--- config.mk ---
export PLATFORM = sky130hd
export DESIGN_NAME = stopwatch_bcd_counter
export DESIGN_NICKNAME = d
export VERILOG_FILES = /design/src/rtl/stopwatch_pkg.sv /design/src/rtl/stopwatch_bcd_counter_digit.sv /design/src/rtl/stopwatch_bcd_counter.sv
export SDC_FILE = /design/constraint.sdc
export NUM_CORES = 1
export LEC_CHECK = 0
export ABC_AREA = 1
export CAP_MARGIN = 10
export CORE_MARGIN = 3
export CORE_UTILIZATION = 57
export CTS_CLUSTER_SIZE = 20
export DETAILED_ROUTE_END_ITERATION = 10
export DONT_BUFFER_PORTS = 1
export PLACE_DENSITY = 0.71
export SYNTH_ARGS = -nofsm -noshare
export SYNTH_HDL_FRONTEND = slang
export SYNTH_HIERARCHICAL = 1
export SYNTH_SLANG_ARGS = --single-unit
--- constraint.sdc ---
create_clock -name clk -period 2.4 [get_ports clk]
set_input_delay 0.48 -clock clk [delete_from_list [all_inputs] [get_ports clk]]
set_output_delay 0.48 -clock clk [all_outputs]
set_load 0.1 [all_outputs]
--- src/rtl/stopwatch_pkg.sv ---
// Shared types and constants for the stopwatch timebase and BCD counting core.
package stopwatch_pkg;

    typedef enum logic [1:0] {
        ST_IDLE  = 2'd0,
        ST_RUN   = 2'd1,
        ST_PAUSE = 2'd2
    } state_t;

    typedef logic [3:0] bcd_t;

    localparam int   NUM_DIGITS = 4;
    localparam bcd_t BCD_MAX    = 4'd9;

endpackage

--- src/rtl/stopwatch_bcd_counter_digit.sv ---
// One BCD decade (bcd_digit_counter): steps 0..9, carries out on the increment that wraps 9 -> 0.
module bcd_digit_counter
    import stopwatch_pkg::*;
(
    input  logic       clk,
    input  logic       rst_n,
    input  logic       clr,
    input  logic       inc,
    output logic [3:0] q,
    output logic       carry
);

    bcd_t r_q;

    always_ff @(posedge clk or negedge rst_n) begin
        if (!rst_n) begin
            r_q <= '0;
        end else if (clr) begin
            r_q <= '0;
        end else if (inc) begin
            // >= keeps the digit inside 0..9 even if it were ever disturbed
            r_q <= (r_q >= BCD_MAX) ? '0 : r_q + 4'd1;
        end
    end

    assign q     = r_q;
    assign carry = inc && (r_q == BCD_MAX);

endmodule

--- src/rtl/stopwatch_bcd_counter.sv ---
// Stopwatch core: prescaler to a TICK_HZ tick, IDLE/RUN/PAUSE control, four chained BCD decades.
// Optional display freeze (lap) is built when STOPWATCH_LAP_EN is defined.
module stopwatch_bcd_counter
    import stopwatch_pkg::*;
#(
    parameter int CLK_HZ  = 100_000_000,
    parameter int TICK_HZ = 100
) (
    input  logic        clk,
    input  logic        rst_n,
    input  logic        start_stop,
    input  logic        clear,
`ifdef STOPWATCH_LAP_EN
    input  logic        lap,
`endif
    output logic [15:0] digits,
    output logic        running,
    output logic        tick,
    output logic        wrap
);

    localparam int DIV = CLK_HZ / TICK_HZ;
    localparam int PW  = (DIV > 1) ? $clog2(DIV) : 1;
    localparam logic [PW-1:0] PRESC_LAST = PW'(DIV - 1);

    state_t                r_state;
    logic                  r_running;
    logic                  r_tick;
    logic                  r_wrap;
    logic [PW-1:0]         r_presc;
    logic                  w_inc;
    logic                  w_clr_cnt;
    logic [NUM_DIGITS:0]   w_carry;
    logic [15:0]           w_live;

    // clear wins over a coinciding increment edge
    assign w_inc     = (r_state == ST_RUN) && (r_presc == PRESC_LAST) && !clear;
    assign w_clr_cnt = clear || (r_state == ST_IDLE);
    assign w_carry[0] = w_inc;

    always_ff @(posedge clk or negedge rst_n) begin
        if (!rst_n) begin
            r_state   <= ST_IDLE;
            r_running <= 1'b0;
            r_tick    <= 1'b0;
            r_wrap    <= 1'b0;
        end else begin
            r_tick <= w_inc;
            r_wrap <= w_carry[NUM_DIGITS];
            if (clear) begin
                r_state   <= ST_IDLE;
                r_running <= 1'b0;
            end else if (start_stop) begin
                case (r_state)
                    ST_IDLE, ST_PAUSE: begin
                        r_state   <= ST_RUN;
                        r_running <= 1'b1;
                    end
                    ST_RUN: begin
                        r_state   <= ST_PAUSE;
                        r_running <= 1'b0;
                    end
                    default: begin
                        r_state   <= ST_IDLE;
                        r_running <= 1'b0;
                    end
                endcase
            end
        end
    end

    // Prescaler holds in PAUSE so a resume finishes the interrupted interval
    always_ff @(posedge clk or negedge rst_n) begin
        if (!rst_n) begin
            r_presc <= '0;
        end else if (clear || (r_state == ST_IDLE)) begin
            r_presc <= '0;
        end else if (r_state == ST_RUN) begin
            r_presc <= (r_presc == PRESC_LAST) ? '0 : r_presc + PW'(1);
        end
    end

    for (genvar i = 0; i < NUM_DIGITS; i++) begin : g_digit
        bcd_digit_counter u_digit (
            .clk   (clk),
            .rst_n (rst_n),
            .clr   (w_clr_cnt),
            .inc   (w_carry[i]),
            .q     (w_live[4*i +: 4]),
            .carry (w_carry[i+1])
        );
    end

`ifdef STOPWATCH_LAP_EN
    logic [15:0] r_lap;
    logic        r_frozen;

    always_ff @(posedge clk or negedge rst_n) begin
        if (!rst_n) begin
            r_lap    <= '0;
            r_frozen <= 1'b0;
        end else if (clear) begin
            r_frozen <= 1'b0;
        end else if (lap && (r_state != ST_IDLE)) begin
            if (r_frozen) begin
                r_frozen <= 1'b0;
            end else begin
                r_frozen <= 1'b1;
                r_lap    <= w_live;
            end
        end
    end

    assign digits = r_frozen ? r_lap : w_live;
`else
    assign digits = w_live;
`endif

    assign running = r_running;
    assign tick    = r_tick;
    assign wrap    = r_wrap;

endmodule
Word-level counts from Yosys, hierarchy flattened. Cells that the tools add are included.

Bits in registers: 41. Output and inout bits: 19.

$add $sub $neg: 5. Magnitude comparators: 4. Equality and inequality tests: 7. Mux-type cells: 21. Reduce and logical (&&, ||, !) cells: 16.

Operators with widths (count): 20-bit 2-to-1 mux (3); 4-bit 2-to-1 mux (12); 20-bit by 1-bit adder with 20-bit output (second input constant) (1); 20-bit equality test (second input constant) (1); 4-bit by 1-bit adder with 4-bit output (second input constant) (4); 4-bit equality test (second input constant) (4); 4-bit >= comparator (second input constant) (4); 2-bit nonzero test (6); 1-bit logical AND (6); 2-bit 2-to-1 mux (2); 2-bit one-hot mux with 2 select lines (1); 1-bit 2-to-1 mux (3); 2-bit by 1-bit equality test with 1-bit output (second input constant) (1); 2-bit equality test (second input constant) (1); 2-bit logical NOT (1); 2-bit OR reduction (1); 1-bit logical NOT (1); 1-bit logical OR (1).

Depth between registers and ports, before layout.
Depth after elaboration: 8. Gate-level depth with buffers: 16. Depth with buffers taken out: 16.

Hierarchy. Netlist, hierarchy kept.

By module, submodules not included: stopwatch_bcd_counter (times used 1, cells an instance 203, area an instance 1559.0 µm², sequential area each 600.6 µm²); bcd_digit_counter (times used 4, cells an instance 34, area an instance 265.3 µm², sequential area each 100.1 µm²).

Least setup slack after synthesis. Ideal clock, no wire load.

Path type: register to register. Start: reg, netlist name running. End: reg g_digit[3].u_digit.r_q[2]. Library setup time: 79 ps. Data arrival time: 2810 ps. Required time: 2321 ps. Slack: -489 ps. Cell stages (with the launch flop): 15. Clock period less this slack: 2889 ps. Cells stage by stage: dfrtp_1 > inv_1 > nor2_1 > nand2_1 > nor2_1 > nand2_1 > nor3_1 > nand2_1 > nor3_1 > nand2_1 > nor3_1 > nor2_1 > inv_1 > a21oi_1 > a21oi_1.

RTL lines: to (signal assigned) (line stopwatch_bcd_counter_digit.sv:22) `r_q <= (r_q >= BCD_MAX) ? '0 : r_q + 4'd1;`; to (decl) (line stopwatch_bcd_counter_digit.sv:13) `bcd_t r_q;`.

Final worst setup path.
Start: reg r_presc[1]. End: reg g_digit[3].u_digit.r_q[3].

Longest elaborated chain between the ends: 7.

RTL lines: from (decl) (line stopwatch_bcd_counter.sv:30) `logic [PW-1:0] r_presc;`; from (signal assigned) (line stopwatch_bcd_counter.sv:79) `r_presc <= (r_presc == PRESC_LAST) ? '0 : r_presc + PW'(1);`; 20-bit equality test (line stopwatch_bcd_counter.sv:37) `assign w_inc = (r_state == ST_RUN) && (r_presc == PRESC_LAST) && !clear;`; 1-bit logical AND (2 in series) (line stopwatch_bcd_counter.sv:37); net w_carry[0] (line stopwatch_bcd_counter.sv:33) `logic [NUM_DIGITS:0] w_carry;`; 1-bit logical AND (line stopwatch_bcd_counter_digit.sv:27) `assign carry = inc && (r_q == BCD_MAX);`; net w_carry[1] (line stopwatch_bcd_counter.sv:33); 1-bit logical AND (line stopwatch_bcd_counter_digit.sv:27); net w_carry[2] (line stopwatch_bcd_counter.sv:33); 1-bit logical AND (line stopwatch_bcd_counter_digit.sv:27); net w_carry[3] (line stopwatch_bcd_counter.sv:33); 2-bit nonzero test (no line).

The timed path passes the listed nets, and every way through them passes these cells. A chain may end at the register's enable or synchronous reset.

==> qor.yml <==
power:
  p_leak_nw: 1.45
  vdd_drop_max_mv: 0.365
  powerDensity_mw_per_mm2: 434
place:
  placedInstanceArea_mm2: 0.00291
  io_buffers: 0
  hpwl_um: 3990
  place_congestion: 0.875
  dp_slack_ps: -87.9
  placed_cells: 421
global_routing:
  grt_max_degree: 41
  use_met1: 0.260
  grt_usage: 0.216
  overflow: 0
  busiest_layer: "met2"
  grtUsageMet3: 0.0492
  grt_pass1_wl_um: 9190
  grt_util_met2: 0.381
  grt_pass1_vias: 2169
  antenna_found_initial: 0
sta:
  fin_setup_tns_ps: 0
  max_freq_ghz: 0.440
  tightestPinTransition_ps: 429
  fin_ws_ps: 128
  min_period_ps: 2270
  rsz0062_at_grt: "true"
  finClkSkew_ps: 4.80
  hold_violations: 0
  maxSlewHeadroom: 0.714
  finalSetupViolCount: 0
  slew_violations: 0
  timing.final.crit_share: 0.946
synth:
  synth.net_count: 356
  synth.distinct_cells: 28
  ys_ff_latch: 40
  async_flop_share: 1.00
  synth_area_mm2: 0.00262
  synth_area_per_cell_um2: 7.73
  ys_seq_area_frac: 0.382
  synth_edf_count: 0
  yosysWarnings: 6
  synth_flop_cell: "dfrtp_1"
  synth_cells: 339
detailed_routing:
  viasPerCell: 5.33
  vias: 2335
  drc: 0
  postRouteAntennaNets: 0
  drtIter0Drc: 108
  routed_wl_um: 5630
  dr.pass1.iters: 4
  wl_per_cell_um: 12.8
critical_path:
  critPathMaxStageDelay_ps: 420
  crit_family: "simple AND/OR/NAND/NOR gates"
  cp_cell_sequence: "ha_4, nand3_4, nor2_4, nand3_4, nor2_4, nand2_2, nor3_4, nand2_1, nor3_2, nand2_1, nor3_4, inv_1, nor2_2, nand2_2, o21ai_2"
  start_kind: "flip-flop"
  path_max_fanout: 3
  cp.required_ps: 2630
  cp.arrival_ps: 2500
  worstSetupEndpointType: "flip-flop"
  slowest_stage: "dfrtp_1"
  crit_type: "reg2reg"
  crit_buf_inv: 1
floorplan:
  placementRows: 24
  ios: 23
  dieWidth_um: 73.8
  die_area_mm2: 0.00545
  initial_core_util: 0.598
  die_y_um: 73.8
  core_mm2: 0.00438
clock_network:
  cts_tree: "built"
  clock-root-buffer: "clkbuf_8"
  htreeDepth: 2
  clk_latency_ps: 290
  clkTransAtPathRegs_ps: 80
  cts_made_buffers: 5
  cts.sinks: 40
  clock_path_buffers: 2
cells_and_area:
  final_area_mm2: 0.00318
  nets: 402
  area_growth_pct: 21.4
  finalNonFillerCells: 438
  post-route-util: 0.725
  drive_above_1_share: 0.293
  num_antenna_cells: 0
run:
  cap_viol_max_count: 0
worst_hold_path:
  min_path_type: "in2async"
status:
  status: "finished, final reports clean"
## metrics by stage
| step | hold WS (ps) | total power [W] |
|---|---|---|
| after global placement | 186 | 0.000766 |
| after global routing | 14.3 | 0.00143 |
| after floorplan | 184 | 0.000756 |
| after detailed placement | 186 | 0.000767 |
| final | 11.5 | 0.00138 |
| after CTS | 23.1 | 0.00139 |
## routing by layer
metal / wire length, µm / part of all wire
met1: 2370 / 0.42
met3: 264 / 0.047
met5: 0 / 0
met2: 2900 / 0.51
met4: 92 / 0.016
## Yosys cell counts (8+ instances only)
cell	count	area (µm²)
inv_1	42	158
nand2_1	91	342
ha_1	13	163
nand2_2	13	81.3
nor2_1	26	97.6
o21ai_2	14	123
nor2_2	8	50.1
nand3_1	26	130
dfrtp_1	40	1000
a21oi_1	13	65.1
## cells in the final DEF, fill, tap and decap left out, drive strengths merged
cell     count
nand2      105
inv         47
buf         42
dfrtp       40
nor2        38
nand3       28
o21ai       26
a21oi       13
ha          13
clkbuf       7
nand4        6
xor2         5
o22ai        5
nor3         4
o21bai       2
or2          1
nand3b       1
o2bb2ai      1
xnor2        1
bufinv       1
## area by class of cell
cell class                 instances  area [µm²]
inverter                          47         179
sequential                        40        1010
clock inverter                     1        30.0
multi-input combinational        249        1480
fill                             336        1200
timing repair buffer              42         328
clock buffer                       7        96.3
tap                               52        65.1
## where the power goes
| group | total [W] | internal [W] | switching, W |
|---|---|---|---|
| clock network | 0.000605 | 0.000367 | 0.000239 |
| logic | 0.0000936 | 0.0000246 | 0.0000691 |
| registers | 0.000681 | 0.000678 | 0.00000340 |
| total | 0.00138 | 0.00107 | 0.000311 |
## final timing paths
path	from	end	slack, ps	cells past startpoint
min in group clk	start_stop	running	310	2
worst max-delay path	r_presc[1]	g_digit[3].u_digit/q[3]	130	15
worst min-delay path	rst_n	r_presc[9]	10	1
max in group asynchronous	rst_n	g_digit[0].u_digit/q[0]	2160	1
worst min register to register	r_state[1]	r_state[1]	540	2
worst max register to register	r_presc[1]	g_digit[3].u_digit/q[3]	130	15
## sequential cells by signal, indices dropped and copies added, names as in the netlist
name,cells
g_digit.u_digit/q,16
r_presc,20
r_state,1
running,1
tick,1
wrap,1
## what timing repair did
| action | in CTS | in global routing |
|---|---|---|
| pin swaps | 3 | 13 |
| buffers inserted | 4 | 4 |
| endpoints found under the hold margin | 40 | 0 |
| hold buffers | 1 | 0 |
| endpoints found under the setup margin | 4 | 8 |
| resized for setup | 4 | 10 |
## cell families after synthesis
| kind of cell | after synthesis | synth area share |
|---|---|---|
| compound gates | 47 | 0.128 |
| xor+xnor | 6 | 0.0201 |
| fa+ha+maj | 13 | 0.0621 |
| buf+inv | 50 | 0.0845 |
| flops | 40 | 0.382 |
| simple gates | 183 | 0.324 |
Power figures use the tool's default switching activity.
